**src/rtl/motor_ramp_sequencer.sv**
```systemverilog
// Per-motor speed sequencer: ramps PWM duty toward a commanded target on a slow tick,
// handles direction reversals through decel + coast dead-time, and honours emergency stop.
module motor_ramp_sequencer #(
    parameter int MAX_DUTY       = 127,
    parameter int STEP           = 4,
    parameter int TICK_CYCLES    = 128,
    parameter int DEADTIME_TICKS = 2
) (
    input  logic       clk_3125KHz,
    input  logic       rst_n,
    input  logic       cmd_valid,
    output logic       cmd_ready,
    input  logic [7:0] cmd_duty,
    input  logic       cmd_dir,
    input  logic       estop,
    output logic [7:0] pulse_width,
    output logic       in_a,
    output logic       in_b,
    output logic       at_speed,
    output logic       busy
);

    localparam int TW = (TICK_CYCLES > 1) ? $clog2(TICK_CYCLES) : 1;
    localparam int DW = $clog2(DEADTIME_TICKS + 1);

    typedef enum logic [2:0] {
        S_IDLE,
        S_RAMP,
        S_HOLD,
        S_REVERSE,
        S_DEAD,
        S_ESTOP
    } state_t;

    state_t          r_state;
    logic [7:0]      r_duty;
    logic [7:0]      r_tgt;
    logic            r_dir;
    logic            r_pend_dir;
    logic [TW-1:0]   r_tick_cnt;
    logic [DW-1:0]   r_dead_cnt;
    logic            r_in_a;
    logic            r_in_b;
    logic            r_at_speed;
    logic            r_busy;

    state_t          w_state_nx;
    logic [7:0]      w_duty_nx;
    logic [7:0]      w_tgt_nx;
    logic            w_dir_nx;
    logic            w_pend_nx;
    logic [DW-1:0]   w_dead_nx;
    logic [7:0]      w_clamped;
    logic [7:0]      w_stepped;
    logic [7:0]      w_decayed;
    logic            w_tick;
    logic            w_drive;

    function automatic logic [7:0] clamp_duty(input logic [7:0] req);
        return (req > 8'(MAX_DUTY)) ? 8'(MAX_DUTY) : req;
    endfunction

    // One ramp step toward tgt, done in 9 bits so neither direction can wrap.
    function automatic logic [7:0] ramp_toward(input logic [7:0] cur, input logic [7:0] tgt);
        logic [8:0] w_sum;
        w_sum = {1'b0, cur} + 9'(STEP);
        if (cur < tgt)
            return (w_sum > {1'b0, tgt}) ? tgt : w_sum[7:0];
        else if (cur > tgt)
            return ({1'b0, cur} >= ({1'b0, tgt} + 9'(STEP))) ? (cur - 8'(STEP)) : tgt;
        else
            return cur;
    endfunction

    assign w_tick    = (r_tick_cnt == TW'(TICK_CYCLES - 1));
    assign w_clamped = clamp_duty(cmd_duty);
    assign w_stepped = ramp_toward(r_duty, r_tgt);
    assign w_decayed = ramp_toward(r_duty, 8'd0);

    assign cmd_ready = ((r_state == S_IDLE) || (r_state == S_RAMP) || (r_state == S_HOLD)) && !estop;

    always_comb begin
        w_state_nx = r_state;
        w_duty_nx  = r_duty;
        w_tgt_nx   = r_tgt;
        w_dir_nx   = r_dir;
        w_pend_nx  = r_pend_dir;
        w_dead_nx  = r_dead_cnt;
        if (estop) begin
            w_state_nx = S_ESTOP;
            w_duty_nx  = 8'd0;
            w_tgt_nx   = 8'd0;
        end else begin
            case (r_state)
                S_IDLE, S_RAMP, S_HOLD: begin
                    // An accepted command takes priority over a coincident tick.
                    if (cmd_valid) begin
                        w_tgt_nx = w_clamped;
                        if (w_clamped == 8'd0) begin
                            w_state_nx = (r_duty == 8'd0) ? S_IDLE : S_RAMP;
                        end else begin
                            w_pend_nx = cmd_dir;
                            if (r_duty == 8'd0) begin
                                w_dir_nx   = cmd_dir;
                                w_state_nx = S_RAMP;
                            end else if (cmd_dir != r_dir) begin
                                w_state_nx = S_REVERSE;
                            end else begin
                                w_state_nx = S_RAMP;
                            end
                        end
                    end else if ((r_state == S_RAMP) && w_tick) begin
                        w_duty_nx = w_stepped;
                        if (w_stepped == r_tgt)
                            w_state_nx = (r_tgt != 8'd0) ? S_HOLD : S_IDLE;
                    end
                end
                S_REVERSE: begin
                    if (w_tick) begin
                        w_duty_nx = w_decayed;
                        if (w_decayed == 8'd0) begin
                            w_state_nx = S_DEAD;
                            w_dead_nx  = '0;
                        end
                    end
                end
                S_DEAD: begin
                    if (w_tick) begin
                        if (r_dead_cnt == DW'(DEADTIME_TICKS - 1)) begin
                            w_dir_nx   = r_pend_dir;
                            w_state_nx = S_RAMP;
                        end else begin
                            w_dead_nx = r_dead_cnt + 1'b1;
                        end
                    end
                end
                default: begin
                    w_state_nx = S_IDLE;
                    w_duty_nx  = 8'd0;
                end
            endcase
        end
    end

    assign w_drive = (w_state_nx == S_RAMP) || (w_state_nx == S_HOLD) || (w_state_nx == S_REVERSE);

    always_ff @(posedge clk_3125KHz or negedge rst_n) begin
        if (!rst_n) begin
            r_state    <= S_IDLE;
            r_duty     <= 8'd0;
            r_tgt      <= 8'd0;
            r_dir      <= 1'b1;
            r_pend_dir <= 1'b1;
            r_tick_cnt <= '0;
            r_dead_cnt <= '0;
            r_in_a     <= 1'b0;
            r_in_b     <= 1'b0;
            r_at_speed <= 1'b0;
            r_busy     <= 1'b0;
        end else begin
            r_state    <= w_state_nx;
            r_duty     <= w_duty_nx;
            r_tgt      <= w_tgt_nx;
            r_dir      <= w_dir_nx;
            r_pend_dir <= w_pend_nx;
            r_dead_cnt <= w_dead_nx;
            // Tick counter free-runs; only ESTOP (and reset) pins it at zero.
            if (estop || (r_state == S_ESTOP) || w_tick)
                r_tick_cnt <= '0;
            else
                r_tick_cnt <= r_tick_cnt + 1'b1;
            r_in_a     <= w_drive & w_dir_nx;
            r_in_b     <= w_drive & ~w_dir_nx;
            r_at_speed <= (w_state_nx == S_HOLD);
            r_busy     <= (w_state_nx != S_IDLE);
        end
    end

    assign pulse_width = r_duty;
    assign in_a        = r_in_a;
    assign in_b        = r_in_b;
    assign at_speed    = r_at_speed;
    assign busy        = r_busy;

endmodule

```
**config.mk**
```make
export PLATFORM = sky130hd
export DESIGN_NAME = motor_ramp_sequencer
export DESIGN_NICKNAME = d
export VERILOG_FILES = /design/src/rtl/motor_ramp_sequencer.sv
export SDC_FILE = /design/constraint.sdc
export NUM_CORES = 1
export LEC_CHECK = 0
export ABC_AREA = 0
export BUFFER_PORTS_ARGS = -buffer_cell sky130_fd_sc_hd__buf_2
export CAP_MARGIN = 40
export CORE_ASPECT_RATIO = 0.8
export CORE_UTILIZATION = 60
export CTS_CLUSTER_DIAMETER = 100
export CTS_CLUSTER_SIZE = 10
export DETAILED_ROUTE_END_ITERATION = 16
export PLACE_DENSITY = 0.8
export SETUP_SLACK_MARGIN = 0.4
export SKIP_LAST_GASP = 1
export SYNTH_ARGS = -nofsm -noshare
export SYNTH_HDL_FRONTEND = slang
export SYNTH_SLANG_ARGS = --single-unit
```
**constraint.sdc**
```tcl
create_clock -name clk_3125KHz -period 5.5 [get_ports clk_3125KHz]
set_clock_uncertainty 0.05 [all_clocks]
set_input_delay 0.275 -clock clk_3125KHz [delete_from_list [all_inputs] [get_ports clk_3125KHz]]
set_output_delay 0.275 -clock clk_3125KHz [all_outputs]
set_load 0.05 [all_outputs]
```
==> results of run 1 <==
[synthesized netlist by cell type (5+ instances only)]
master,instances,area share
buf_2,5,0.0077
nand3_1,22,0.034
a21o_1,8,0.018
xnor2_1,14,0.038
ha_1,28,0.11
a211oi_1,12,0.028
o211ai_1,7,0.016
clkbuf_1,12,0.014
a21oi_1,29,0.045
nand2_1,32,0.037
o21ai_0,30,0.046
nand2b_1,5,0.0096
nor2_1,54,0.062
dfrtp_1,32,0.25
nor3_1,12,0.018
o21a_1,6,0.014
a31oi_1,6,0.012
and4_1,5,0.013
xor2_1,8,0.022
inv_1,19,0.022
[layout make-up]
cell class	instances	area (um2)
Clock buffer	7	86.3
Clock inverter	1	5.00
Fill cell	448	1630
Inverter	22	82.6
Multi-Input combinational cell	347	2250
Sequential cell	34	853
Tap cell	62	77.6
Timing Repair Buffer	26	133
[per-layer routing]
| metal | wire, um | global-route usage | up-vias |
|---|---|---|---|
| met4 | 207 | 0.0742 | 0 |
| met3 | 1270 | 0.0820 | 33 |
| li1 | - | - | 1583 |
| met1 | 4370 | 0.510 | 1609 |
| met5 | 0 | 0 | - |
| met2 | 4270 | 0.592 | 241 |
[critical path, stage by stage, from the launching register on]
cell and delay, ps:
dfrtp_1 520, clkinv_1 360, nor3_1 370, nand3_1 140, xnor2_1 160, ha_1 330
and3_1 210, nand3_1 130, o21ai_2 210, nand2_1 190, o32ai_2 410, o311ai_1 170
a2111oi_2 540, a31o_2 280, inv_2 60, o2bb2ai_1 120
[power by group through the flow]
stage          Clock (mW)  Combinational (mW)  Sequential, mW
3_5_place_dp            0               0.423           0.312
5_1_grt             0.200               0.476           0.311
2_1_floorplan           0               0.314           0.309
6_report            0.190               0.442           0.309
4_1_cts             0.188               0.425           0.307
3_3_place_gp            0               0.425           0.310
[state kept, by name, indices dropped and copies added, names as in the netlist]
register     cells
at_speed         1
busy             1
in_a             1
in_b             1
pulse_width      8
r_dead_cnt       2
r_dir            1
r_pend_dir       1
r_state          3
r_tgt            8
r_tick_cnt       7
[logic make-up after synthesis]
| logic type | count (synthesis) | synth area share |
|---|---|---|
| XOR/XNOR | 22 | 0.0592 |
| flip-flops | 34 | 0.262 |
| adder cells (fa/ha/maj) | 28 | 0.108 |
| AO/OA/AOI/OAI | 136 | 0.281 |
| buffers and inverters | 39 | 0.0469 |
| multiplexers | 1 | 0.00346 |
| AND/OR/NAND/NOR | 160 | 0.240 |
[how the worst max path moves through the flow]
stage	end	start	depth (start not counted)	slack, ps
floorplan	busy	pulse_width[3]	14	1750
global placement	busy	pulse_width[2]	14	1270
detailed placement	in_b	r_tgt[4]	15	1280
CTS	in_b	r_tgt[4]	15	1270
global route	in_a	pulse_width[2]	14	760
finish	in_b	r_tgt[4]	15	1130
[layout by cell type, fill, tap and decap left out, drive strengths merged, types with 5 or more instances in the layout]
| master | count |
|---|---|
| o21a | 6 |
| clkbuf | 7 |
| ha | 28 |
| a21o | 8 |
| xor2 | 8 |
| nand2b | 5 |
| a211oi | 12 |
| nand2 | 32 |
| a31oi | 6 |
| dfrtp | 32 |
| o211ai | 7 |
| inv | 20 |
| nand3 | 22 |
| a21oi | 29 |
| and4 | 5 |
| o21ai | 34 |
| nor3 | 13 |
| xnor2 | 14 |
| buf | 26 |
| nor2 | 54 |
[per-stage QoR]
step                      cell area [um2]  utilization  setup WS, ps
after floorplan                      3260            -          1750
after global placement               3400        0.663          1270
after detailed placement             3400        0.663          1280
after CTS                            3490        0.681          1270
after global routing                 3490        0.681           757
final                                3490        0.681          1130
==> summary.txt, run 1 <==
status: finished, violations left
failing checks: design-rule violations
P_sw: 0.416 mW
CTS hold repair buffers: 0
cts bufs inserted: 5
Final Hold Fails: 0
drt drc: 1
area grow syn2layout: 7.11%
number of flops mapped to enable cells by yosys: 0
core area: 5120 um2
I/O pin total: 26
FP Rows: 23
GRT overflow: 0
Max Slew Vio Count: 0
RSZ-0062 raised after global routing: no
Cell Area, Synth: 3260 um2
post-DP HPWL: 7570 um
Die Area: 5730 um2
Post-CTS Resized: 0
Worst Path Max Fanout: 10
Distinct cells, synth: 63
Tcrit/Tclk final: 0.795
Peak VDD IR: 0.174 mV
ys async rst share: 1.00
switching share of power: 0.442
DR iter-0 viols: 515
Flop pwr share: 0.329
worst r2r src: r_tgt[4]
largest net degree at the start of global routing: 35
dpl cells: 491
average wire per standard cell: 20.3 um
die height: 67.9 um
Crit Path Class: flop to flop
final non-filler cell total: 499
first-pass GRT wire length: 15900 um
final setup violation count: 0
worst path required time: 5600 ps
CTS sink count: 34
Max clock buf depth: 2
worst hold path type: input port to async pin
Startpoint Class: flop
Yosys warnings: 0
Mean Syn Cell Area: 7.75 um2
post-route ant nets: 0
vias in the first global route: 3065
CTS tree: yes
max cap viols: 0
total power: 0.941 mW
n_diodes: 0
Synth Flop Type: dfrtp_1
Die W: 84.4 um
layout cells sized above 1: 0.112
setup bufs post-CTS: 0
Max transition margin: 0.388
Tmin final: 4370 ps
register bit total from synthesis: 34
final wirelength: 10100 um
IO Port Bufs: 25
Comb power frac: 0.470
sequential area share after synthesis: 0.262
Lkg Pwr: 1.52 nW
R2R Setup Slk: 1130 ps
Hold Slack: 1.03 ps
Critical Path AT: 4480 ps
internal power: 0.525 mW
Clk network pwr share: 0.201
Slew @ Worst Pin: 918 ps
RR Endpoint: in_b
R2R depth: 15
Cells after Synth: 420
clk slew on worst S/H paths: 70 ps
via count: 3466
syn nets: 461
Fmax: 229 MHz
GRT Total Usage: 0.367
PD cells: 270 nW/um2
CTS root buf: clkbuf_8
final net count: 477
initial antenna violation count: 0
Initial Utilization: 0.636
# H-tree levels: 2
drt pass-1 iters: 11
gp weighted congestion: 1.04
Setup crit end kind: flop
clk_lat worst skew: 280 ps
vias per cell: 6.95
setup total negative slack: 0 ps
Note: power is estimated with default switching activity, not from simulation.
==> run 2, diff against run 1 <==
- clock period: 5.5 -> 4.06 ns (I/O delays scaled with it)
==> summary.txt, run 2 (same netlist as run 1, synthesis figures left out) <==
status: finished, violations left (unchanged)
failing checks: design-rule violations (unchanged)
Die W: 84.4 um (unchanged)
RSZ-0062 raised after global routing: no (unchanged)
Max Slew Vio Count: 0 (unchanged)
Final Hold Fails: 0 (unchanged)
gp weighted congestion: 1.12 (was 1.04)
worst hold path type: input port to flop (was input port to async pin)
# H-tree levels: 2 (unchanged)
first-pass GRT wire length: 16500 um (was 15900 um)
Clk network pwr share: 0.250 (was 0.201)
GRT overflow: 0 (unchanged)
core area: 5120 um2 (unchanged)
Die Area: 5730 um2 (unchanged)
final net count: 512 (was 477)
Slew @ Worst Pin: 742 ps (was 918 ps)
average wire per standard cell: 20.1 um (was 20.3 um)
initial antenna violation count: 0 (unchanged)
register area: 863 um2 (was 853 um2)
die height: 67.9 um (unchanged)
max cap viols: 0 (unchanged)
drt drc: 2 (was 1)
setup total negative slack: 0 ps (unchanged)
area grow syn2layout: 19.6% (was 7.11%)
clk_lat worst skew: 290 ps (was 280 ps)
multi-input logic area: 2330 um2 (was 2250 um2)
post-route ant nets: 0 (unchanged)
vias per cell: 6.93 (was 6.95)
drt pass-1 iters: 11 (unchanged)
layout cells sized above 1: 0.231 (was 0.112)
P_sw: 0.622 mW (was 0.416 mW)
largest net degree at the start of global routing: 35 (unchanged)
GRT Total Usage: 0.383 (was 0.367)
R2R Setup Slk: 480 ps (was 1130 ps)
Tcrit/Tclk final: 0.881 (was 0.795)
Max transition margin: 0.506 (was 0.388)
n_diodes: 0 (unchanged)
Setup crit end kind: flop (unchanged)
delay-heaviest family, CP: compound AO/OA/AOI/OAI gates (unchanged)
Fmax: 280 MHz (was 229 MHz)
PD cells: 389 nW/um2 (was 270 nW/um2)
Worst Path Max Fanout: 7 (was 10)
CTS sink count: 34 (unchanged)
I/O pin total: 26 (unchanged)
clk slew on worst S/H paths: 70 ps (about the same)
Filler cells: 378 (was 448)
internal power: 0.891 mW (was 0.525 mW)
commonest cells after routing, fill and taps aside: nor2_1, buf_4, nand2_1, o21ai_0, a21oi_1 (was nor2_1, nand2_1, dfrtp_1, o21ai_0, a21oi_1)
WP buf/inv: 3 (was 2)
Initial Utilization: 0.636 (unchanged)
Critical Path AT: 3710 ps (was 4480 ps)
post-DP HPWL: 7950 um (was 7570 um)
CTS tree: yes (unchanged)
Lkg Pwr: 1.70 nW (was 1.52 nW)
Max clock buf depth: 2 (unchanged)
vias in the first global route: 3175 (was 3065)
IO Port Bufs: 25 (unchanged)
Crit Path Class: flop to flop (unchanged)
Flop pwr share: 0.269 (was 0.329)
Slowest-stage cell, CP: dfrtp_2 (was a2111oi_2)
DR iter-0 viols: 533 (was 515)
cts bufs inserted: 5 (unchanged)
switching share of power: 0.411 (was 0.442)
worst path required time: 4190 ps (was 5600 ps)
Largest stage delay, worst path: 460 ps (was 540 ps)
final setup violation count: 0 (unchanged)
final wirelength: 10700 um (was 10100 um)
Startpoint Class: flop (unchanged)
CP cell instances: inv_2 -> nor3_2 -> nand3_1 -> xnor2_1 -> ha_1 -> and3_4 -> nand3_1 -> o21ai_2 -> nand2_2 -> o32ai_4 -> o41ai_2 -> a2111oi_2 -> buf_4 -> a31o_2 -> inv_2 -> o2bb2ai_1 (was clkinv_1 -> nor3_1 -> nand3_1 -> xnor2_1 -> ha_1 -> and3_1 -> nand3_1 -> o21ai_2 -> nand2_1 -> o32ai_2 -> o311ai_1 -> a2111oi_2 -> a31o_2 -> inv_2 -> o2bb2ai_1)
Comb power frac: 0.480 (was 0.470)
FP Rows: 23 (unchanged)
Tmin final: 3580 ps (was 4370 ps)
via count: 3699 (was 3466)
commonest non-fill, non-tap cell in the layout: nor2_1 (unchanged)
Peak VDD IR: 0.354 mV (was 0.174 mV)
total power: 1.51 mW (was 0.941 mW)
CTS root buf: clkbuf_8 (unchanged)
run 2: cell types whose count changed in the layout (fill, tap and decap cells not counted), moves of 2 or more:
cell and delta:
nor3_1 -2, dfrtp_2 +8, bufinv_16 +2, inv_2 +2
dfrtp_1 -8, inv_1 -3, ha_1 -2, buf_4 +34
nor3_2 +2
run 2: power groups by stage:
stage | combinational (mW) | sequential, mW | clock, mW
floorplan | 0.426 | 0.420 | 0
global placement | 0.634 | 0.409 | 0
global route | 0.771 | 0.411 | 0.397
finish | 0.727 | 0.407 | 0.379
detailed placement | 0.639 | 0.411 | 0
CTS | 0.655 | 0.405 | 0.381
run 2: through the flow:
| step | util | std cells | setup slack [ps] | hold WS, ps | area (um2) |
|---|---|---|---|---|---|
| 5_1_grt | 0.760 | 534 | 297 | 140 | 3890 |
| 6_report | 0.760 | 534 | 482 | 131 | 3890 |
| 3_5_place_dp | 0.696 | 513 | 127 | 254 | 3570 |
| 3_3_place_gp | 0.696 | 513 | 288 | 256 | 3570 |
| 4_1_cts | 0.734 | 524 | 416 | 129 | 3760 |
| 2_1_floorplan | - | 420 | 415 | -143 | 3260 |
run 2: area by class of cell:
type / instances / share of cell area
clock buffers: 5 / 0.0177
clock inverters: 3 / 0.0177
inverters: 22 / 0.0225
multi-input cells: 347 / 0.598
flip-flops and latches: 34 / 0.222
well taps: 62 / 0.0199
repair buffers: 61 / 0.102
run 2: worst paths after layout:
kind,startpoint,end,depth (start not counted)
worst max register to register,r_tgt[2],in_b,16
max in group asynchronous,rst_n,pulse_width[2],2
worst min-delay path,cmd_dir,r_pend_dir,2
worst min register to register,r_tick_cnt[0],r_tick_cnt[0],1
min in group asynchronous,rst_n,pulse_width[3],2
worst max-delay path,r_tgt[2],in_b,16
run 2: layer usage:
| metal | part of all wire | global-route usage |
|---|---|---|
| met5 | 0 | 0 |
| met4 | 0.041 | 0.169 |
| met3 | 0.14 | 0.133 |
| met2 | 0.40 | 0.545 |
| met1 | 0.42 | 0.526 |
run 2: what timing repair did:
item | 4_1_cts | 5_1_grt
hold endpoints to repair | 32 | 0
buffers inserted | 2 | 10
hold buffers | 1 | 0
pin swaps | 2 | 9
gates resized for setup | 5 | 18
endpoints found under the setup margin | 6 | 6
==> run 3, diff against run 2 <==
- clock period: 4.06 -> 4.6 ns (I/O delays scaled with it)
==> summary.txt, run 3 (same netlist as run 1, synthesis figures left out) <==
GRT Total Usage: 0.367 (was 0.383)
final setup violation count: 0 (unchanged)
Peak VDD IR: 0.163 mV (was 0.354 mV)
IO Port Bufs: 25 (unchanged)
worst r2r src: r_tgt[4] (was r_tgt[2])
switching share of power: 0.408 (was 0.411)
internal power: 0.736 mW (was 0.891 mW)
Tmin final: 3970 ps (was 3580 ps)
DR iter-0 viols: 448 (was 533)
FP Rows: 23 (unchanged)
Slew @ Worst Pin: 736 ps (was 742 ps)
Comb power frac: 0.444 (was 0.480)
Crit Path Class: flop to flop (unchanged)
Flop pwr share: 0.287 (was 0.269)
CTS tree: yes (unchanged)
CP startpoint: r_tgt[4] (was r_tgt[2])
commonest cells after routing, fill and taps aside: nor2_1, nand2_1, dfrtp_1, o21ai_0, ha_1 (was nor2_1, buf_4, nand2_1, o21ai_0, a21oi_1)
initial antenna violation count: 0 (unchanged)
Max clock buf depth: 2 (unchanged)
worst path required time: 4730 ps (was 4190 ps)
CTS sink count: 34 (unchanged)
gp weighted congestion: 1.10 (was 1.12)
n_diodes: 0 (unchanged)
Setup crit end: in_b (unchanged)
Setup crit end kind: flop (unchanged)
Max transition margin: 0.509 (was 0.506)
post-route ant nets: 0 (unchanged)
largest net degree at the start of global routing: 35 (unchanged)
# H-tree levels: 2 (unchanged)
metal3 WL: 1340 um (was 1540 um)
Die W: 84.4 um (unchanged)
hold path start: cmd_dir (unchanged)
Die Area: 5730 um2 (unchanged)
Filler cells: 435 (was 378)
dpl cells: 504 (was 513)
GRT overflow: 0 (unchanged)
Hold Slack: 165 ps (was 131 ps)
post-DP HPWL: 7550 um (was 7950 um)
via count: 3525 (was 3699)
register area: 853 um2 (was 863 um2)
final non-filler cell total: 514 (was 534)
wire length on met2: 4000 um (was 4260 um)
die height: 67.9 um (unchanged)
Critical Path AT: 4090 ps (was 3710 ps)
Worst Path Max Fanout: 10 (was 7)
vias in the first global route: 3271 (was 3175)
Lkg Pwr: 1.61 nW (was 1.70 nW)
total power: 1.24 mW (was 1.51 mW)
I/O pin total: 26 (unchanged)
CTS root buf: clkbuf_8 (unchanged)
Fmax: 252 MHz (was 280 MHz)
R2R Setup Slk: 630 ps (was 480 ps)
multi-input logic area: 2260 um2 (was 2330 um2)
worst hold path type: input port to flop (unchanged)
wl on met1: 4300 um (was 4500 um)
Clk network pwr share: 0.269 (was 0.250)
Initial Utilization: 0.636 (unchanged)
drt drc: 1 (was 2)
R2R depth: 16 (unchanged)
DR top layer: met4 (unchanged)
RSZ-0062 raised after global routing: no (unchanged)
Startpoint Class: flop (unchanged)
P_sw: 0.508 mW (was 0.622 mW)
failing checks: design-rule violations (unchanged)
clk slew on worst S/H paths: 70 ps (about the same)
commonest non-fill, non-tap cell in the layout: nor2_1 (unchanged)
drt pass-1 iters: 12 (was 11)
Max Slew Vio Count: 0 (unchanged)
cts bufs inserted: 5 (unchanged)
area grow syn2layout: 12.3% (was 19.6%)
final net count: 492 (was 512)
core area: 5120 um2 (unchanged)
first-pass GRT wire length: 16200 um (was 16500 um)
vias per cell: 6.86 (was 6.93)
average wire per standard cell: 19.3 um (was 20.1 um)
PD cells: 340 nW/um2 (was 389 nW/um2)
final wirelength: 9910 um (was 10700 um)
layout cells sized above 1: 0.146 (was 0.231)
max cap viols: 0 (unchanged)
Util after Layout: 0.714 (was 0.760)
setup total negative slack: 0 ps (unchanged)
status: finished, violations left (unchanged)
RR Endpoint: in_b (unchanged)
Tcrit/Tclk final: 0.863 (was 0.881)
clk_lat worst skew: 290 ps (about the same)
Final Hold Fails: 0 (unchanged)
==> run 3: cell types whose count changed in the layout (fill, tap and decap cells not counted), moves of 2 or more <==
| cell | previous run | this run |
|---|---|---|
| buf_4 | 35 | 15 |
| dfrtp_1 | 24 | 32 |
| inv_2 | 3 | 1 |
| nor3_1 | 10 | 12 |
| dfrtp_2 | 8 | 0 |
| inv_1 | 16 | 19 |
| nor3_2 | 3 | 1 |
| ha_1 | 26 | 28 |
==> run 3: stage by stage <==
step                area [um2]  setup WS (ps)
floorplan                 3260            849
global placement          3490            819
global route              3660            405
finish                    3660            631
detailed placement        3490            671
CTS                       3640            636
==> run 3: power groups by stage <==
| stage | sequential [mW] | clock, mW | combinational (mW) |
|---|---|---|---|
| after floorplan | 0.370 | 0 | 0.375 |
| after CTS | 0.356 | 0.336 | 0.528 |
| after global placement | 0.360 | 0 | 0.519 |
| after detailed placement | 0.361 | 0 | 0.523 |
| final | 0.357 | 0.335 | 0.552 |
| after global routing | 0.359 | 0.346 | 0.601 |
==> run 3: final cells by class <==
type / count / area share
inverter: 22 / 0.0226
multi-input combinational: 347 / 0.618
clock buffer: 5 / 0.0188
tap: 62 / 0.0212
sequential: 34 / 0.233
clock inverter: 3 / 0.0188
timing repair buffer: 41 / 0.0677
==> run 3: critical path, stage by stage, from the launching register on <==
cell       delay, ps
dfrtp_1          510
clkinv_1         150
nor3_1           310
nand3_1          140
xnor2_1          160
ha_1             310
and3_1           200
a221oi_2         320
o21a_1           300
nor2_1           140
o32a_1           270
a22o_1           230
a2111oi_2        220
buf_4            190
a31o_2           190
inv_2             50
o2bb2ai_1        120
==> run 3: worst min path at each step <==
stage | endpoint | depth (start not counted)
final | r_pend_dir | 2
after global routing | r_pend_dir | 2
after CTS | r_pend_dir | 2
after detailed placement | pulse_width[5] | 1
after global placement | pulse_width[5] | 1
after floorplan | at_speed | 0
==> run 3: repair_timing <==
item                                    4_1_cts  5_1_grt
resized for setup                             0        2
hold buffers                                  1        0
hold endpoints to repair                     32        0
buffers inserted                              0        1
endpoints found under the setup margin        0        5
==> run 3: per-layer routing <==
layer	vias to the layer above	GRT usage
li1	1615	-
met5	-	0
met3	56	0.104
met1	1577	0.504
met4	0	0.106
met2	277	0.570
